<file path="src/rtl/grid_pkg.sv">
// Shared definitions for the grid loader and the roll-removal solver:
// ASCII codes, loader state encoding and port-width helpers.
package grid_pkg;

  localparam logic [7:0] CH_ROLL  = 8'h40;
  localparam logic [7:0] CH_EMPTY = 8'h2E;
  localparam logic [7:0] CH_LF    = 8'h0A;
  localparam logic [7:0] CH_CR    = 8'h0D;

  typedef enum logic [1:0] {IDLE, LOAD, DONE, ERR} state_t;

  typedef struct packed {
    logic is_roll;
    logic is_empty;
    logic is_eol;
    logic is_skip;
    logic is_bad;
  } char_class_t;

  // Row index width, never narrower than one bit.
  function automatic int RW(input int depth);
    return (depth <= 2) ? 1 : $clog2(depth);
  endfunction

  function automatic int CW(input int width);
    return $clog2(width + 1);
  endfunction

  function automatic int NW(input int width, input int depth);
    return $clog2(width * depth + 1);
  endfunction

endpackage

</file>
<file path="src/rtl/grid_stream_loader_if.sv">
// Byte stream in and row write port out of the grid loader.
interface grid_stream_loader_if
  import grid_pkg::*;
#(
  parameter int WIDTH = 10,
  parameter int DEPTH = 10
);

  logic                   in_valid;
  logic                   in_ready;
  logic [7:0]             in_data;
  logic                   in_last;
  logic                   wr_en;
  logic [RW(DEPTH)-1:0]   wr_row;
  logic [WIDTH-1:0]       wr_data;

  modport master (
    output in_valid, in_data, in_last,
    input  in_ready, wr_en, wr_row, wr_data
  );

  modport slave (
    input  in_valid, in_data, in_last,
    output in_ready, wr_en, wr_row, wr_data
  );

endinterface

</file>
<file path="src/rtl/grid_char_decode.sv">
// Classifies one puzzle-text byte into roll, empty, end-of-line, skip or bad.
module grid_char_decode
  import grid_pkg::*;
(
  input  logic [7:0]  data,
  output char_class_t cls
);

  always_comb begin
    cls = '0;
    case (data)
      CH_ROLL:  cls.is_roll  = 1'b1;
      CH_EMPTY: cls.is_empty = 1'b1;
      CH_LF:    cls.is_eol   = 1'b1;
      CH_CR:    cls.is_skip  = 1'b1;
      default:  cls.is_bad   = 1'b1;
    endcase
  end

endmodule

</file>
<file path="src/rtl/grid_stream_loader.sv">
// Builds a bit grid from the ASCII puzzle stream and writes each completed
// row to the grid store, tracking dimensions, roll count and format errors.
module grid_stream_loader
  import grid_pkg::*;
#(
  parameter int WIDTH = 10,
  parameter int DEPTH = 10
)(
  input  logic                         clk,
  input  logic                         rst,
  input  logic                         start,
  grid_stream_loader_if.slave          bus,
  output logic                         done,
  output logic                         error,
  output logic [RW(DEPTH):0]           rows,
  output logic [CW(WIDTH)-1:0]         cols,
  output logic [NW(WIDTH, DEPTH)-1:0]  roll_count
);

  localparam int RWW = RW(DEPTH);
  localparam int CWW = CW(WIDTH);
  localparam int NWW = NW(WIDTH, DEPTH);

  state_t           state;
  logic             fin_q;
  logic [WIDTH-1:0] row_q;
  logic [CWW-1:0]   col_q;

  char_class_t      cls;
  logic             beat;
  logic             row_full;
  logic             char_ok;
  logic             byte_err;
  logic [WIDTH-1:0] bit_sel;
  logic [WIDTH-1:0] row_nxt;
  logic [CWW-1:0]   col_nxt;
  logic [NWW-1:0]   roll_nxt;
  logic             commit_req;
  logic             commit_err;

  grid_char_decode u_decode (
    .data (bus.in_data),
    .cls  (cls)
  );

  assign beat     = bus.in_valid & bus.in_ready;
  assign row_full = (col_q == CWW'(WIDTH));
  assign char_ok  = cls.is_skip | cls.is_eol | ((cls.is_roll | cls.is_empty) & ~row_full);
  assign byte_err = cls.is_bad | ~char_ok;
  assign bit_sel  = WIDTH'(1) << col_q;

  always_comb begin
    row_nxt  = row_q;
    col_nxt  = col_q;
    roll_nxt = roll_count;
    if (!byte_err && (cls.is_roll || cls.is_empty)) begin
      row_nxt = cls.is_roll ? (row_q | bit_sel) : (row_q & ~bit_sel);
      col_nxt = col_q + 1'b1;
      if (cls.is_roll) roll_nxt = roll_count + 1'b1;
    end
  end

  // A row closes on '\n' or, for an unterminated final line, on in_last.
  assign commit_req = !byte_err && (cls.is_eol || bus.in_last) && (col_nxt != '0);
  assign commit_err = ((rows != '0) && (col_nxt != cols)) ||
                      (rows == (RWW + 1)'(DEPTH));

  assign done  = (state == DONE);
  assign error = (state == ERR);

  always_ff @(posedge clk or posedge rst) begin
    if (rst) begin
      state        <= IDLE;
      fin_q        <= 1'b0;
      bus.in_ready <= 1'b0;
      bus.wr_en    <= 1'b0;
      bus.wr_row   <= '0;
      bus.wr_data  <= '0;
      row_q        <= '0;
      col_q        <= '0;
      rows         <= '0;
      cols         <= '0;
      roll_count   <= '0;
    end else begin
      bus.wr_en <= 1'b0;
      case (state)
        IDLE, DONE, ERR: begin
          if (start) begin
            state        <= LOAD;
            fin_q        <= 1'b0;
            bus.in_ready <= 1'b1;
            row_q        <= '0;
            col_q        <= '0;
            rows         <= '0;
            cols         <= '0;
            roll_count   <= '0;
          end
        end
        LOAD: begin
          if (fin_q) begin
            state <= DONE;
            fin_q <= 1'b0;
          end else if (beat) begin
            if (byte_err) begin
              state        <= ERR;
              bus.in_ready <= 1'b0;
            end else begin
              roll_count <= roll_nxt;
              row_q      <= row_nxt;
              col_q      <= col_nxt;
              if (commit_req) begin
                if (rows == '0) cols <= col_nxt;
                if (commit_err) begin
                  state        <= ERR;
                  bus.in_ready <= 1'b0;
                end else begin
                  bus.wr_en   <= 1'b1;
                  bus.wr_row  <= rows[RWW-1:0];
                  bus.wr_data <= row_nxt;
                  rows        <= rows + 1'b1;
                  row_q       <= '0;
                  col_q       <= '0;
                  // DONE waits one cycle so it follows the final write strobe.
                  if (bus.in_last) begin
                    fin_q        <= 1'b1;
                    bus.in_ready <= 1'b0;
                  end
                end
              end else if (bus.in_last) begin
                state        <= (rows == '0) ? ERR : DONE;
                bus.in_ready <= 1'b0;
              end
            end
          end
        end
        default: state <= IDLE;
      endcase
    end
  end

endmodule
</file>
<file path="src/flat_wrapper.sv">
// flat-port wrapper written by rule: the top's interface ports become plain ports
module grid_stream_loader_flat import grid_pkg::*;
#(
  parameter int WIDTH = 10,
  parameter int DEPTH = 10
)
  (clk, rst, start, done, error, rows, cols, roll_count, bus_in_valid, bus_in_data, bus_in_last, bus_in_ready, bus_wr_en, bus_wr_row, bus_wr_data);
  grid_stream_loader_if #(.WIDTH(WIDTH), .DEPTH(DEPTH)) bus_i ();
  input  logic clk;
  input  logic rst;
  input  logic start;
  output logic done;
  output logic error;
  output logic [RW(DEPTH):0] rows;
  output logic [CW(WIDTH)-1:0] cols;
  output logic [NW(WIDTH, DEPTH)-1:0] roll_count;
  input wire logic [$bits(bus_i.in_valid)-1:0] bus_in_valid;
  input wire logic [$bits(bus_i.in_data)-1:0] bus_in_data;
  input wire logic [$bits(bus_i.in_last)-1:0] bus_in_last;
  output wire logic [$bits(bus_i.in_ready)-1:0] bus_in_ready;
  output wire logic [$bits(bus_i.wr_en)-1:0] bus_wr_en;
  output wire logic [$bits(bus_i.wr_row)-1:0] bus_wr_row;
  output wire logic [$bits(bus_i.wr_data)-1:0] bus_wr_data;
  assign bus_i.in_valid = bus_in_valid;
  assign bus_i.in_data = bus_in_data;
  assign bus_i.in_last = bus_in_last;
  assign bus_in_ready = bus_i.in_ready;
  assign bus_wr_en = bus_i.wr_en;
  assign bus_wr_row = bus_i.wr_row;
  assign bus_wr_data = bus_i.wr_data;
  grid_stream_loader #(.WIDTH(WIDTH), .DEPTH(DEPTH)) u_core (.clk(clk), .rst(rst), .start(start), .bus(bus_i), .done(done), .error(error), .rows(rows), .cols(cols), .roll_count(roll_count));
endmodule
</file>
<file path="config.mk">
export PLATFORM = sky130hd
export DESIGN_NAME = grid_stream_loader_flat
export DESIGN_NICKNAME = d
export VERILOG_FILES = /design/src/rtl/grid_pkg.sv /design/src/rtl/grid_stream_loader_if.sv /design/src/rtl/grid_char_decode.sv /design/src/rtl/grid_stream_loader.sv /design/src/flat_wrapper.sv
export SDC_FILE = /design/constraint.sdc
export NUM_CORES = 1
export LEC_CHECK = 0
export ABC_AREA = 0
export BUFFER_PORTS_ARGS = -buffer_cell sky130_fd_sc_hd__buf_2
export CORE_MARGIN = 5
export CORE_UTILIZATION = 50
export CTS_CLUSTER_DIAMETER = 200
export CTS_CLUSTER_SIZE = 8
export DETAILED_ROUTE_END_ITERATION = 12
export PLACE_DENSITY = 0.77
export RECOVER_POWER = 100
export SYNTH_ARGS = -nofsm -noshare
export SYNTH_HDL_FRONTEND = slang
export SYNTH_SLANG_ARGS = --single-unit
</file>
<file path="constraint.sdc">
create_clock -name clk -period 3.8 [get_ports clk]
set_clock_uncertainty 0.05 [all_clocks]
set_input_delay 0.38 -clock clk [delete_from_list [all_inputs] [get_ports clk]]
set_output_delay 0.38 -clock clk [all_outputs]
set_load 0.005 [all_outputs]
</file>
# Yosys cells after proc, flatten, opt, wreduce, memory -nomap -nowiden
# Cells that the tools add are included.
# classes
n_eq_ne	22
div	0
bitwise	14
order_cmp	0
n_mul	0
muxes	73
add_sub_neg	3
shift	1
n_reduce_logical	21
# ops
operator	n
two-way mux 10 bit	8
two-way mux 4 bit	12
two-way mux 7 bit	6
two-way mux 5 bit	6
two-way mux 1 bit	26
AND reduction 6 bit	4
case mux 10 bit (2 select lines)	1
== test 8 x 4 -> 1 bit (second input constant)	2
case mux 4 bit (2 select lines)	2
two-way mux 2 bit	7
case mux 7 bit (2 select lines)	1
bitwise AND 10 bit	1
inequality test 2 x 1 -> 1 bit (second input constant)	5
NOT 10 bit	1
OR 10 bit	1
case mux 5 bit (2 select lines)	1
<< shifter 1 x 4 -> 10 bit (first input constant)	1
== test 8 x 6 -> 1 bit (second input constant)	1
== test 8 x 7 -> 1 bit (second input constant)	1
inequality test 2 bit (second input constant)	4
AND reduction 4 bit	2
adder 7 x 1 -> 7 bit (second input constant)	1
adder 5 x 1 -> 5 bit (second input constant)	1
== test 5 x 4 -> 1 bit (second input constant)	1
23 further kinds	38
# word_totals
input_bits	13
latchBits	0
regBits	49
elab_cells	145
ram_bits	0
memories	0
output_inout_bits	34
mem_bits_ro	0

# Longest topological paths before layout
# logic_depth
word_depth	19
mapped_depth	13
depth_no_buf	10

# Cells and area by module
# From an unflattened synthesis, not the netlist that was laid out.
# unflattened
cells_unflattened	310
hier_area_um2	3124.2
# by_module_without_submodules
module	area_each_um2	instances	cells_per_inst	seq_area_each_um2
grid_stream_loader	3026.7	1	297	1226.2
grid_char_decode	97.6	1	13	0.0

# Worst setup path after synthesis
# No wires, ideal clock.
# synth_path
kind	input -> register
from	input bus_in_data[4]
to	register u_core.bus.wr_data[8]
setup_ns	0.125
slack_ns	0.710
arrival_time_ns	2.915
cell_stages	11
required_ns	3.625
path_buffers	3
path_cell_list	or2_1 -> or4_1 -> clkbuf_1 -> a2111oi_0 -> a211oi_1 -> o31a_1 -> or4_1 -> buf_2 -> buf_6 -> nand2_1 -> o21ai_1
# synth_between
elab_chain_len	15
elab_cells_between_ends	32
classes_between	eq/ne: 5; mux: 8; bitwise: 8; reduce/logical: 11
# synth_lines
item	line	rtl
start: declaration	flat_wrapper.sv:18	input wire logic [$bits(bus_i.in_data)-1:0] bus_in_data;
== test 8 x 7 -> 1 bit / == test 8 x 6 -> 1 bit (equally long branches)	grid_char_decode.sv:11	case (data)
two-way mux 1 bit	grid_char_decode.sv:11	
OR 1 bit	grid_stream_loader.sv:48	assign char_ok = cls.is_skip | cls.is_eol | ((cls.is_roll | cls.is_empty) & ~row_full);
bitwise AND 1 bit	grid_stream_loader.sv:48	
OR 1 bit	grid_stream_loader.sv:48	
NOT 1 bit	grid_stream_loader.sv:49	assign byte_err = cls.is_bad | ~char_ok;
OR 1 bit	grid_stream_loader.sv:49	
zero test 1 bit	grid_stream_loader.sv:56, grid_stream_loader.sv:64	
logical AND 1 bit	grid_stream_loader.sv:56	if (!byte_err && (cls.is_roll || cls.is_empty)) begin
two-way mux 4 bit	grid_stream_loader.sv:56	
inequality test 4 bit	grid_stream_loader.sv:65	assign commit_err = ((rows != '0) && (col_nxt != cols)) ||
logical AND 1 bit	grid_stream_loader.sv:65	
logical OR 1 bit	grid_stream_loader.sv:65	
NOT 1 bit (no source line)	--	
AND reduction 6 bit (no source line)	--	
end signal: assignment	grid_stream_loader.sv:119	bus.wr_data <= row_nxt;
end: declaration	grid_stream_loader_if.sv:24	output in_ready, wr_en, wr_row, wr_data
# Several ways; a longest one is shown, not always the timed one.
# A chain may end at the register's enable or synchronous reset.

# Worst setup path after layout
# layout_path
from	register u_core.col_q[0]
to	register u_core.rows[4]
# layout_between
elab_chain_len	14
elab_cells_between_ends	20
classes_between	add/sub: 1; eq/ne: 5; mux: 1; bitwise: 5; reduce/logical: 8
# layout_lines
item	line	rtl
start: declaration	grid_stream_loader.sv:27	logic [CWW-1:0] col_q;
start signal: assignment	grid_stream_loader.sv:110	col_q <= col_nxt;
== test 4 bit	grid_stream_loader.sv:47	assign row_full = (col_q == CWW'(WIDTH));
NOT 1 bit	grid_stream_loader.sv:48	
bitwise AND 1 bit	grid_stream_loader.sv:48	
OR 1 bit	grid_stream_loader.sv:48	
NOT 1 bit	grid_stream_loader.sv:49	
OR 1 bit	grid_stream_loader.sv:49	
zero test 1 bit	grid_stream_loader.sv:56, grid_stream_loader.sv:64	
logical AND 1 bit	grid_stream_loader.sv:56	
two-way mux 4 bit	grid_stream_loader.sv:56	
inequality test 4 bit	grid_stream_loader.sv:65	
logical AND 1 bit	grid_stream_loader.sv:65	
logical OR 1 bit	grid_stream_loader.sv:65	
inequality test 2 bit (no source line)	--	
AND reduction 6 bit (no source line) (*)	--	
end signal: assignment	grid_stream_loader.sv:120	rows <= rows + 1'b1;
end: declaration	grid_stream_loader.sv:15	output logic [RW(DEPTH):0] rows,
# Every way passes the cells marked *; elsewhere a longest branch is shown, timed or not.

==> impl_metrics.env <==
export IMPL_outcome="complete, but fails checks"
export IMPL_violations="capacitance limit, slew limit"
export IMPL_area_growth_pct=12.4
export IMPL_grt_pass1_wl_mm=10.9
export IMPL_die_x_microns=84.8
export IMPL_wl_per_cell_microns=14.3
export IMPL_drt_total_wl_mm=6.15
export IMPL_dpl_cell_area_sq_mm=0.00309
export IMPL_initial_core_util=0.511
export IMPL_dieArea_sq_mm=0.00718
export IMPL_fin_cells=429
export IMPL_antenna_found_initial=0
export IMPL_ys_types=50
export IMPL_yosys_area_share_adder=0.0448
export IMPL_via_count=2377
export IMPL_criticalPathCategory="flip-flop to flip-flop"
export IMPL_synth_xor_area_frac=0.0425
export IMPL_synthSimpleGateAreaFrac=0.201
export IMPL_antenna_left=0
export IMPL_p_sw_frac=0.350
export IMPL_core_area_sq_mm=0.00547
export IMPL_p_clk_frac=0.235
export IMPL_cts_sinks=49
export IMPL_p_int_uw=852
export IMPL_fill_cells=505
export IMPL_cts_buffers_inserted=5
export IMPL_cts_root_buffer_cell="clkbuf_8"
export IMPL_synth_edf_count=0
export IMPL_clock_latency_ps=300
export IMPL_dp_hpwl_mm=4.61
export IMPL_vdd_drop_max_v=0.000236
export IMPL_grt_max_degree=50
export IMPL_critPathCaptureType="flip-flop"
export IMPL_grt_overflow=0
export IMPL_gp_congestion=0.922
export IMPL_pwr_share_seq=0.484
export IMPL_syn_num_nets=335
export IMPL_rsz0062_at_grt="false"
export IMPL_synth_avg_cell_area_sq_um=8.95
export IMPL_fin_crit_ps=3390
export IMPL_ys_warn_count=0
export IMPL_htreeDepth=2
export IMPL_maxSlewHeadroom=-0.207
export IMPL_ctsResizeCount=0
export IMPL_grt_pass1_vias=2336
export IMPL_p_sw_uw=458
export IMPL_route_detailed_drc=0
export IMPL_clk_pin_slew_ps=90
export IMPL_required_ps=3980
export IMPL_fmax_ghz=0.295
export IMPL_track_usage=0.181
export IMPL_port_buffers=46
export IMPL_final_util=0.574
export IMPL_synthesis_area_sq_mm=0.00279
export IMPL_synth_top_family_by_area="simple AND/OR/NAND/NOR gates"
export IMPL_finalSetupViolations=0
export IMPL_async_reset_ff_frac=1.00
export IMPL_fin_crit_sh=0.892
export IMPL_post_cts_buffers=0
export IMPL_cts_buffer_depth=2
export IMPL_startpoint_type="flip-flop"
export IMPL_hold_buffers=0
export IMPL_max_cap_viol_count=1
export IMPL_fin_nets=379
export IMPL_rows=27
export IMPL_crit_arrival_ps=3570
export IMPL_power_density_mw_per_mm2=417
export IMPL_yosysSeqAreaShare=0.439
export IMPL_pwr_share_comb=0.282
export IMPL_stdcell_area_sq_mm=0.00314
export IMPL_ios=47
export IMPL_tns_ps=0
export IMPL_die_h_microns=84.8
export IMPL_yosys_most_used_dff="dfrtp_1"
export IMPL_synthCells=312
export IMPL_placed_cells=421
export IMPL_cts_tree="done"
export IMPL_worstPathMaxFanout=15
export IMPL_tightest_slew_ps=1810
export IMPL_via_per_inst=5.54
export IMPL_ys_ff_latch=49
export IMPL_synthMuxAreaShare=0.0363
export IMPL_final_hold_viol_count=0
export IMPL_drtPass1Iterations=4
export IMPL_drive_above_1_share=0.126
export IMPL_p_leak_uw=0.00157
export IMPL_diodes=0
export IMPL_drt_initial_drc_count=102
export IMPL_slew_violations=50
export IMPL_synth_compound_area_share=0.180
export IMPL_min_path_type="primary input to flip-flop"
## layout make-up
class / instances / area [sq um] / area share
sequential: 49 / 1230 / 0.390
multi-input combinational: 225 / 1400 / 0.446
timing repair buffer: 52 / 250 / 0.0796
inverter: 23 / 86.3 / 0.0275
clock inverter: 2 / 13.8 / 0.00438
tap: 72 / 90.1 / 0.0287
clock buffer: 6 / 72.6 / 0.0231
## routing by layer
metal,vias to the layer above,track usage,wire length [microns]
li1,1183,-,-
met1,1141,0.239,2830
met2,47,0.309,2990
met3,6,0.0383,284
met4,0,0.0374,46
met5,-,0,0
## cells in the mapped netlist (all sizes together) (5+ instances only)
cell     instances  area (sq um)
a21oi           12          60.1
and3             6          37.5
clkbuf          11          41.3
dfrtp           49          1230
ha              10           125
inv             23          86.3
mux2i            9          90.1
nand2           40           150
nand2b           5          31.3
nand3           16          80.1
nor2            22          82.6
nor2b            5          31.3
nor3             6          30.0
o21ai           30           150
o2bb2ai          8          70.1
xor2             9          78.8
## sequential cells by signal, indices dropped and copies added (netlist names)
name                 flops
u_core.bus.in_ready      1
u_core.bus.wr_data      10
u_core.bus.wr_en         1
u_core.bus.wr_row        4
u_core.col_q             4
u_core.cols              4
u_core.fin_q             1
u_core.roll_count        7
u_core.row_q            10
u_core.rows              5
u_core.state             2
## through the flow
stage	hold slack [ps]	setup WS, ps	total power [uW]
6_report	308	410	1310
5_1_grt	321	141	1400
4_1_cts	292	512	1330
3_5_place_dp	415	431	1020
3_3_place_gp	402	507	1010
2_1_floorplan	398	710	871
## layout by cell type, fill, tap and decap left out, types with 6 or more instances in the layout
cell and n:
nor3_1 6, o2bb2ai_1 8, dfrtp_1 49, o21ai_0 29
clkbuf_1 17, nand3_1 16, and3_1 6, inv_1 23
ha_1 10, nor2_1 22, mux2i_1 9, xor2_1 9
a21oi_1 12, buf_2 31, nand2_1 40
## kinds of logic (layout without fill, tap and decap cells)
kind of cell | Yosys count | in the layout
buffers and inverters | 38 | 83
and+or+nand+nor | 117 | 117
AOI/OAI and AO/OA | 76 | 76
xor gates and xnor gates | 12 | 12
muxes | 10 | 10
DFF | 49 | 49
adders and majority gates | 10 | 10
## path summary, 6_finish.rpt
path,slack [ps],to,cells after the start,start
hold reg to reg,430,u_core.bus.wr_data[7],2,u_core.bus.wr_data[7]
setup / recovery,410,u_core.rows[4],11,u_core.col_q[0]
hold / removal,310,u_core.fin_q,2,bus_in_last
min in group asynchronous,590,u_core.bus.wr_data[1],2,rst
max in group asynchronous,2070,u_core.state[1],2,rst
setup reg to reg,410,u_core.rows[4],11,u_core.col_q[0]
## worst max-delay path, cell delays in order (launching register included)
cell and delay [ps]:
dfrtp_1 470, ha_1 260, ha_1 350, xor2_1 170, nand2_1 100, a2111oi_0 380
a211oi_1 120, o31a_1 350, o31ai_1 320, buf_4 250, or4b_1 440, o21ai_0 80
## power groups by stage
stage	sequential [uW]	combinational, uW	clock [uW]
after floorplan	632	239	0
after global placement	639	369	0
after detailed placement	643	375	0
after CTS	633	377	317
after global routing	644	417	338
final	634	369	307
No activity file was read; power rests on OpenSTA's default activity.
